===== src/rtl/lpc_decoder.sv =====
// lpc_decoder: LPC frame to PCM synthesiser (impulse/noise excitation, 8th-order all-pole filter, one MAC per cycle)
module lpc_decoder #(
    parameter int          FRAME_LEN = 160,
    parameter logic [15:0] LFSR_SEED = 16'hACE1,
    parameter int          QSHIFT    = 6
) (
    input  logic        ACLK,
    input  logic        ARESET_N,
    input  logic [79:0] IN_DATA,
    input  logic        IN_VALID,
    input  logic        IN_LAST,
    output logic        IN_READY,
    output logic [15:0] TDATA,
    output logic        TVALID,
    input  logic        TREADY,
    output logic        TLAST,
    output logic        TUSER
);
    typedef enum logic [1:0] {IDLE, COMPUTE, OUTPUT} state_t;
    state_t state, state_nx;
    logic [3:0] step;
    logic [7:0] gain, pitch, phase, phase_nx, sample_cnt;
    logic signed [7:0] coef [8];
    logic signed [15:0] hist [8];
    logic signed [31:0] acc, term, sum, scaled;
    logic signed [15:0] sat, excite, g64, g4;
    logic [15:0] lfsr, lfsr_nx;
    logic [2:0] idx;
    logic last_q, first_flag, in_xfer, out_xfer, frame_end;
    assign IN_READY  = ARESET_N && state == IDLE;
    assign in_xfer   = IN_VALID && IN_READY;
    assign TVALID    = state == OUTPUT;
    assign out_xfer  = TVALID && TREADY;
    assign frame_end = sample_cnt == 8'(FRAME_LEN - 1);
    assign TLAST     = TVALID && last_q && frame_end;
    assign TUSER     = TVALID && first_flag;
    assign g64       = {2'b00, gain, 6'b0};
    assign g4        = {6'b0, gain, 2'b00};
    assign excite    = (pitch != 8'd0) ? ((phase == 8'd0) ? g64 : 16'sd0) : (lfsr[0] ? g4 : -g4);
    assign lfsr_nx   = {lfsr[0] ^ lfsr[2] ^ lfsr[3] ^ lfsr[5], lfsr[15:1]};
    assign phase_nx  = ({1'b0, phase} + 9'd1 >= {1'b0, pitch}) ? 8'd0 : phase + 8'd1;
    // Steps 2..9 walk taps a1*y1 .. a8*y8; step 9 also produces the output sample
    assign idx       = 3'(step - 4'd2);
    assign term      = 32'(coef[idx]) * 32'(hist[idx]);
    assign sum       = acc + term;
    assign scaled    = sum >>> QSHIFT;
    assign sat       = (scaled > 32'sd32767) ? 16'sh7FFF : (scaled < -32'sd32768) ? 16'sh8000 : scaled[15:0];

    // State register
    always_ff @(posedge ACLK or negedge ARESET_N) begin
        if (!ARESET_N) state <= IDLE;
        else           state <= state_nx;
    end

    // Next-state: load frame, run the MAC sequence, hold the sample until accepted
    always_comb begin
        state_nx = state;
        case (state)
            IDLE:    state_nx = in_xfer ? COMPUTE : IDLE;
            COMPUTE: state_nx = (step == 4'd9) ? OUTPUT : COMPUTE;
            OUTPUT:  state_nx = out_xfer ? (frame_end ? IDLE : COMPUTE) : OUTPUT;
            default: state_nx = IDLE;
        endcase
    end

    // Datapath: frame latch, accumulator, history, phase, noise source and packet flags
    always_ff @(posedge ACLK or negedge ARESET_N) begin
        if (!ARESET_N) begin
            step       <= '0;
            gain       <= '0;
            pitch      <= '0;
            phase      <= '0;
            sample_cnt <= '0;
            acc        <= '0;
            TDATA      <= '0;
            lfsr       <= LFSR_SEED;
            last_q     <= 1'b0;
            first_flag <= 1'b1;
            for (int k = 0; k < 8; k++) begin
                coef[k] <= '0;
                hist[k] <= '0;
            end
        end else begin
            if (in_xfer) begin
                gain       <= IN_DATA[79:72];
                pitch      <= IN_DATA[71:64];
                last_q     <= IN_LAST;
                sample_cnt <= '0;
                step       <= '0;
                for (int k = 0; k < 8; k++) coef[k] <= IN_DATA[63-8*k -: 8];
                if (IN_DATA[71:64] != 8'd0 && phase >= IN_DATA[71:64]) phase <= '0;
            end
            if (state == COMPUTE) begin
                step <= step + 4'd1;
                acc  <= (step == 4'd1) ? 32'(excite) * 32'sd64 : sum;
                if (step == 4'd9) TDATA <= sat;
            end
            if (out_xfer) begin
                step       <= 4'd1;
                sample_cnt <= sample_cnt + 8'd1;
                phase      <= phase_nx;
                first_flag <= 1'b0;
                lfsr       <= lfsr_nx;
                hist[0]    <= TDATA;
                for (int k = 1; k < 8; k++) hist[k] <= hist[k-1];
                if (TLAST) begin
                    phase      <= '0;
                    first_flag <= 1'b1;
                    for (int k = 0; k < 8; k++) hist[k] <= '0;
                end
            end
        end
    end
endmodule

===== config.mk =====
export PLATFORM = sky130hd
export DESIGN_NAME = lpc_decoder
export DESIGN_NICKNAME = d
export VERILOG_FILES = /design/src/rtl/lpc_decoder.sv
export SDC_FILE = /design/constraint.sdc
export NUM_CORES = 1
export LEC_CHECK = 0
export ABC_AREA = 1
export ABC_CLOCK_PERIOD_IN_PS = 7500
export CAP_MARGIN = 15
export CORE_UTILIZATION = 35
export DETAILED_ROUTE_END_ITERATION = 8
export PLACE_DENSITY_LB_ADDON = 0.2
export SLEW_MARGIN = 15
export SYNTH_ARGS = -nofsm -noshare
export SYNTH_HDL_FRONTEND = slang
export SYNTH_SLANG_ARGS = --single-unit

===== constraint.sdc =====
create_clock -name ACLK -period 7.5 [get_ports ACLK]
set_input_delay 2.25 -clock ACLK [delete_from_list [all_inputs] [get_ports ACLK]]
set_output_delay 2.25 -clock ACLK [all_outputs]
set_load 0.02 [all_outputs]

==> run summary, run 1 <==
ROUTING
--------------------------------------------------------------------------------------------------
DRT antenna net count ...............................................................            0
DR WL/cell ..........................................................................     17.19 um
Router iterations before antenna repair .............................................            7
Detailed-route DRC error count ......................................................            0
Wire length after detailed routing ..................................................     60880 um
Iteration-0 DRC Markers .............................................................         1180
Via count normalized by instance count ..............................................        4.917
Total via count in the routed design ................................................        17420

STA
--------------------------------------------------------------------------------------------------
Slew HR .............................................................................       0.3044
Worst hold slack ....................................................................     466.7 ps
Ratio of final minimum period to clock period .......................................       0.9289
Count of endpoints failing hold in the final timing report ..........................            0
Count of pins over their slew limit .................................................            0
Highest attainable clock frequency ..................................................    143.5 MHz
Clock Skews .........................................................................     21.11 ps
Shortest clock period the worst path allows after layout ............................      6967 ps
Setup repair after global routing missed its margin .................................        false
Final setup fails ...................................................................            0
Transition time at the pin with the least slew margin ...............................      1043 ps
Fin Setup TNS .......................................................................         0 ps

CLOCK NETWORK
--------------------------------------------------------------------------------------------------
Post-CTS Hold Fix Bufs ..............................................................            0
Number of buffers created by CTS ....................................................           39
Clock transition time at the flip-flop clock pins of the worst setup and hold paths .        60 ps
Sink count of the clock tree ........................................................          296
Root buffer cell .................................................................... sky130_fd_sc_hd__clkbuf_16
CTS tree ............................................................................          yes
H-tree depth reported by CTS ........................................................            2
Worst-skew pair later-pin latency ...................................................       560 ps
Max Buffers Root-to-Sink ............................................................            3

YOSYS
--------------------------------------------------------------------------------------------------
Count of flip-flops with a built-in enable after synthesis ..........................            0
Post-synthesis mux area share .......................................................    0.0005397
Post-synthesis sequential element count .............................................          296
Netlist area before placement .......................................................   20870 um^2
Post-synthesis simple-gate area fraction ............................................       0.1915
Synthesis warning total .............................................................            0
Unique masters post-synth ...........................................................           50
Async SR Flop Fraction ..............................................................        1.000
Top FF cell, synth .................................................................. sky130_fd_sc_hd__dfrtp_1
Xor/xnor share of the synthesized area ..............................................      0.01259
Area fraction in compound gates after synthesis .....................................       0.1228
Mapped Avg Cell Area ................................................................   7.907 um^2
Area share of fa/ha/maj cells after synthesis .......................................       0.2093
Gate count of the mapped netlist ....................................................         2639
Synth Net Count .....................................................................         2977
Sequential share of the synthesized area ............................................       0.3555
Largest family of logic cells by synthesized area ...................................  adder cells

GLOBAL ROUTING
--------------------------------------------------------------------------------------------------
First-pass GRT wire length ..........................................................     98310 um
Total Routing Usage GR ..............................................................       0.2060
Via count of the first global-routing pass ..........................................        17850
Initial antenna violation count .....................................................            0
Grt total ovfl ......................................................................            0
Largest net degree at the start of global routing ...................................          102

PLACED DESIGN
--------------------------------------------------------------------------------------------------
Half-perimeter wire length of the detailed placement result .........................     45810 um
Placed cells ........................................................................         3469
Last weighted congestion value of the routability-driven placer .....................       0.8764
Count of buffers from port buffering ................................................          104

DIE
--------------------------------------------------------------------------------------------------
Die Span Y ..........................................................................     246.2 um
Floorplan row count .................................................................           89
I/O pin count .......................................................................          105
Floorplan die area ..................................................................   60600 um^2
Die outline width ...................................................................     246.2 um
Initial Util ........................................................................       0.3542
Core Region .........................................................................   58910 um^2

FINISH
--------------------------------------------------------------------------------------------------
ANT cells ...........................................................................            0
Number of nets in the layout ........................................................         3079
Fill count ..........................................................................         5929
Commonest cells after routing, fill and taps aside .................................. sky130_fd_sc_hd__nand2_1 (727), sky130_fd_sc_hd__inv_1 (477), sky130_fd_sc_hd__dfrtp_1 (286)
Storage cell area ...................................................................    7420 um^2
Most common cell after layout, fill and taps aside .................................. sky130_fd_sc_hd__nand2_1
Cell Count, Final, Fillers Out ......................................................         3542
Share of post-route cells with drive strength above 1 ...............................      0.06067
Post-synthesis to final-layout area growth ..........................................       17.02%
Final design utilization ............................................................       0.4145
Area of the multi-input gates .......................................................   11250 um^2

WORST SETUP PATH
--------------------------------------------------------------------------------------------------
Kind of capture point of the worst setup path .......................................    flip-flop
Maximum net fanout on the critical path .............................................           20
Buf+Inv Stages, Crit Path ...........................................................           11
CP max stage delay ..................................................................       620 ps
Type of the worst setup path ........................................................   reg -> reg
Arrival time worst endpoint .........................................................      7440 ps
Family with the most delay on the worst path ........................................  adder cells
Startpoint type of the worst setup path .............................................    flip-flop
CP required .........................................................................      7980 ps
Slowest cell on the critical path ................................................... sky130_fd_sc_hd__fa_2

STATUS
--------------------------------------------------------------------------------------------------
Status .............................................................................. finished, final reports clean

MIN PATH
--------------------------------------------------------------------------------------------------
Hold crit path type .................................................................   reg -> reg

JOB
--------------------------------------------------------------------------------------------------
Number of max-cap violations ........................................................            0

-- per-layer routing --
layer | GRT usage | up-vias | part of all wire
met1 | 0.2974 | 8514 | 0.48
met3 | 0.02538 | 65 | 0.045
met2 | 0.3279 | 384 | 0.46
li1 | - | 8452 | -
met5 | 0 | - | 0
met4 | 0.04604 | 0 | 0.016
-- synthesized netlist by cell type, types with 2 or more instances --
library cell,n,area [um^2]
sky130_fd_sc_hd__a21oi_1,89,445.4
sky130_fd_sc_hd__a31oi_1,3,18.77
sky130_fd_sc_hd__and2_1,5,31.28
sky130_fd_sc_hd__buf_1,10,37.54
sky130_fd_sc_hd__buf_2,13,65.06
sky130_fd_sc_hd__buf_6,2,22.52
sky130_fd_sc_hd__clkbuf_1,80,300.3
sky130_fd_sc_hd__dfrtp_1,287,7182
sky130_fd_sc_hd__dfstp_2,9,236.5
sky130_fd_sc_hd__fa_1,160,3203
sky130_fd_sc_hd__ha_1,93,1164
sky130_fd_sc_hd__inv_1,481,1805
sky130_fd_sc_hd__inv_2,2,7.510
sky130_fd_sc_hd__nand2_1,731,2744
sky130_fd_sc_hd__nand2_2,4,25.02
sky130_fd_sc_hd__nand3_1,47,235.2
sky130_fd_sc_hd__nand3b_1,2,15.01
sky130_fd_sc_hd__nand4_1,21,131.4
sky130_fd_sc_hd__nor2_1,181,679.4
sky130_fd_sc_hd__nor2_2,3,18.77
sky130_fd_sc_hd__nor3_1,6,30.03
sky130_fd_sc_hd__nor4_1,3,18.77
sky130_fd_sc_hd__o2111ai_1,4,35.03
sky130_fd_sc_hd__o211ai_1,13,97.59
sky130_fd_sc_hd__o21ai_0,198,991.0
sky130_fd_sc_hd__o21ai_1,3,15.01
sky130_fd_sc_hd__o21bai_1,2,15.01
sky130_fd_sc_hd__o221ai_1,3,26.28
sky130_fd_sc_hd__o22ai_1,135,844.6
sky130_fd_sc_hd__xnor2_1,10,87.58
sky130_fd_sc_hd__xor2_1,20,175.2
-- timing repair --
| action | CTS | global route |
|---|---|---|
| setup buffers | 0 | 1 |
| resized for setup | 0 | 22 |
| setup endpoints to repair | 0 | 15 |
-- worst register-to-register path, delay by kind of cell, from the launching register on --
kind	cells	cell delay, ps
adder cells (fa/ha/maj)	6	2930
AND/OR/NAND/NOR	14	1510
buffers and inverters	11	1360
AO/OA/AOI/OAI	5	660
flip-flops	1	420
-- registers in the layout, indices dropped and copies added (netlist names) --
register / cells
acc: 32
coef: 64
step: 4
TDATA: 16
pitch: 8
first_flag: 1
lfsr: 16
sample_cnt: 8
phase: 8
state: 2
hist: 128
gain: 8
last_q: 1
-- worst paths after layout --
check                       endpoint  slack, ps      from  depth (start not counted)
max                        TDATA[12]        530   step[1]                         36
min                          lfsr[7]        470   lfsr[7]                          2
max reg2reg                TDATA[12]        530   step[1]                         36
min reg2reg                  lfsr[7]        470   lfsr[7]                          2
max in group asynchronous    acc[24]       3810  ARESET_N                          3
min in group asynchronous   coef[25]       1550  ARESET_N                          1
-- cell type report --
type / instances / area share
repair buffers: 167 / 0.06682
flip-flops and latches: 296 / 0.3039
clock buffers: 57 / 0.04689
clock inverters: 12 / 0.007481
multi-input cells: 1753 / 0.4606
inverters: 484 / 0.07471
well taps: 773 / 0.03961
-- metrics by stage --
stage / setup WS [ps] / cell area (um^2)
floorplan: 403.8 / 20870
global placement: 322.7 / 22950
detailed placement: 276.4 / 22950
CTS: 193.1 / 24280
global route: 9.140 / 24420
finish: 533.0 / 24420
-- logic make-up after synthesis --
kind of cell / count (synthesis)
mux: 1
compound gates: 459
xor+xnor: 30
flops: 296
simple gates: 1010
buf+inv: 590
fa+ha+maj: 253
Power of run 1 is not shown: default switching activity piles up to over one toggle a cycle in this logic, so the estimate is an artifact.
==> run 2, diff against run 1 <==
--- a/config.mk
+++ b/config.mk
@@ -6,9 +6,8 @@
 export NUM_CORES = 1
 export LEC_CHECK = 0
 export ABC_AREA = 1
-export ABC_CLOCK_PERIOD_IN_PS = 7500
 export CAP_MARGIN = 15
-export CORE_UTILIZATION = 35
+export CORE_UTILIZATION = 50
 export DETAILED_ROUTE_END_ITERATION = 8
 export PLACE_DENSITY_LB_ADDON = 0.2
 export SLEW_MARGIN = 15
==> run summary, run 2 (synthesis results as in run 1) <==
ROUTING
--------------------------------------------------------------------------------------------------
Wire length after detailed routing ..................................................     55910 um   -8.2%
Router iterations before antenna repair .............................................            8   +1
Iteration-0 DRC Markers .............................................................         1224   +3.7%
DRT antenna net count ...............................................................            0   unchanged
Total via count in the routed design ................................................        17360   -0.30%
Detailed-route DRC error count ......................................................            4   +4
DR WL/cell ..........................................................................     16.95 um   -1.4%
Via count normalized by instance count ..............................................        5.264   +7.1%

FINISH
--------------------------------------------------------------------------------------------------
Fill count ..........................................................................         3786   -36%
Share of post-route cells with drive strength above 1 ...............................      0.05893   -0.001742
Post-synthesis to final-layout area growth ..........................................       14.81%
Number of nets in the layout ........................................................         3080   +0.032%
Max FFs per register ................................................................          128   unchanged
Largest register by flop count ......................................................         hist
Area of the multi-input gates .......................................................   11270 um^2   +0.19%
Registers with the most flip-flops .................................................. hist: 128 flops, coef: 64 flops, acc: 32 flops
ANT cells ...........................................................................            0   unchanged
Commonest cells after routing, fill and taps aside .................................. sky130_fd_sc_hd__nand2_1 (729), sky130_fd_sc_hd__inv_1 (476), sky130_fd_sc_hd__dfrtp_1 (285)
Storage cell area ...................................................................    7421 um^2   about the same
Most common cell after layout, fill and taps aside .................................. sky130_fd_sc_hd__nand2_1

DIE
--------------------------------------------------------------------------------------------------
Initial Util ........................................................................       0.5087   +0.1545
Die Span Y ..........................................................................     206.3 um   -16%
I/O pin count .......................................................................          105   unchanged
Floorplan die area ..................................................................   42550 um^2   -30%
Die outline width ...................................................................     206.3 um   -16%
Floorplan row count .................................................................           74   -17%
Core Region .........................................................................   41020 um^2   -30%

CLOCK NETWORK
--------------------------------------------------------------------------------------------------
Number of buffers created by CTS ....................................................           34   -13%
Sink count of the clock tree ........................................................          296   unchanged
Worst-skew pair later-pin latency ...................................................       530 ps   -30 ps
Max Buffers Root-to-Sink ............................................................            3   unchanged
Clock transition time at the flip-flop clock pins of the worst setup and hold paths .        60 ps   about the same
H-tree depth reported by CTS ........................................................            2   unchanged
CTS tree ............................................................................          yes
Root buffer cell .................................................................... sky130_fd_sc_hd__clkbuf_16

GLOBAL ROUTING
--------------------------------------------------------------------------------------------------
Grt total ovfl ......................................................................            0   unchanged
Initial antenna violation count .....................................................            1   +1
Total Routing Usage GR ..............................................................       0.2728   +0.06679
Largest net degree at the start of global routing ...................................          107   +4.9%
Via count of the first global-routing pass ..........................................        17320   -3.0%
First-pass GRT wire length ..........................................................     91450 um   -7.0%

STA
--------------------------------------------------------------------------------------------------
Post-route setup slack ..............................................................     518.9 ps   -14.10 ps
Count of pins over their slew limit .................................................            0   unchanged
Clock Skews .........................................................................     19.36 ps   -1.745 ps
Transition time at the pin with the least slew margin ...............................      1090 ps   +46.37 ps
Worst hold slack ....................................................................     460.3 ps   -6.473 ps
Shortest clock period the worst path allows after layout ............................      6981 ps   +14.10 ps
Highest attainable clock frequency ..................................................    143.2 MHz   -0.20%
Final setup fails ...................................................................            0   unchanged
Count of endpoints failing hold in the final timing report ..........................            0   unchanged
Ratio of final minimum period to clock period .......................................       0.9308   +0.001880
Slew HR .............................................................................       0.2708   -0.03360

WORST SETUP PATH
--------------------------------------------------------------------------------------------------
Kind of capture point of the worst setup path .......................................    flip-flop
CP max stage delay ..................................................................       690 ps   +70 ps
Slowest cell on the critical path ................................................... sky130_fd_sc_hd__o21ai_0
CP required .........................................................................      7900 ps   -80 ps
Startpoint type of the worst setup path .............................................    flip-flop
Arrival time worst endpoint .........................................................      7390 ps   -50 ps
Type of the worst setup path ........................................................   reg -> reg
Cell occurring most often along the worst timing path ............................... sky130_fd_sc_hd__nand2_1
Cell depth of the worst flop-to-flop path ...........................................           28   -22%
Maximum net fanout on the critical path .............................................           30   +50%

STATUS
--------------------------------------------------------------------------------------------------
Failing checks ......................................................................          DRC
Status .............................................................................. finished, violations left

MIN PATH
--------------------------------------------------------------------------------------------------
Worst Hold Depth ....................................................................            2   unchanged
Hold crit path type .................................................................   reg -> reg

PLACED DESIGN
--------------------------------------------------------------------------------------------------
Half-perimeter wire length of the detailed placement result .........................     41880 um   -8.6%
Count of buffers from port buffering ................................................          104   unchanged
Last weighted congestion value of the routability-driven placer .....................       0.9455   +7.9%
Post-place setup slack ..............................................................     235.4 ps   -41.06 ps

JOB
--------------------------------------------------------------------------------------------------
Number of max-cap violations ........................................................            0   unchanged

-- run 2: cell types whose count changed in the layout (fill, tap and decap cells not counted), moves of 3 or more --
cell,change
sky130_fd_sc_hd__clkbuf_8,-3
sky130_fd_sc_hd__clkinvlp_4,+5
sky130_fd_sc_hd__buf_4,+8
sky130_fd_sc_hd__ha_1,-3
sky130_fd_sc_hd__clkinv_2,-3
sky130_fd_sc_hd__clkbuf_1,+3
sky130_fd_sc_hd__clkbuf_16,-7
sky130_fd_sc_hd__o21ai_1,+3
-- run 2: per-layer routing --
metal  routed length (um)  vias to the layer above  global-route usage
li1                     -                     8457                   -
met1                25410                     8391              0.3824
met2                26420                      424              0.4431
met3                 2665                       90             0.03721
met4                 1416                        0             0.07432
met5                    0                        -                   0
-- run 2: cell type report --
type / instances / area share
timing repair buffer: 173 / 0.06910
clock inverter: 8 / 0.005066
sequential: 296 / 0.3098
tap: 532 / 0.02779
clock buffer: 52 / 0.04131
multi-input combinational: 1753 / 0.4704
inverter: 484 / 0.07662
-- run 2: path summary, 6_finish.rpt --
path                          start        to  slack (ps)
hold / removal             lfsr[11]  lfsr[10]         460
setup reg to reg            step[1]  TDATA[1]         520
max in group asynchronous  ARESET_N   acc[26]        3180
hold reg to reg            lfsr[11]  lfsr[10]         460
setup / recovery            step[1]  TDATA[1]         520
min in group asynchronous  ARESET_N  coef[25]        1620
-- run 2: through the flow --
step	utilization	area, um^2	TNS (ps)	std cells
floorplan	-	20870	0	2639
global placement	0.5530	22680	0	3230
detailed placement	0.5530	22680	0	3230
CTS	0.5801	23790	0	3290
global route	0.5841	23960	-29.73	3298
finish	0.5841	23960	0	3298
-- run 2: what timing repair did --
action	CTS	global route
hold buffers	0	0
buffers inserted	0	7
resized for setup	0	24
setup endpoints to repair	0	15
-- run 2: critical path: cells and delay by family, from the launching register on --
family / cells / cell delay (ps)
adders and majority gates: 7 / 3030
and+or+nand+nor: 16 / 1890
AOI/OAI and AO/OA: 1 / 690
buffers and inverters: 4 / 740
DFF: 1 / 460
Power of run 2 is left out for the same reason.
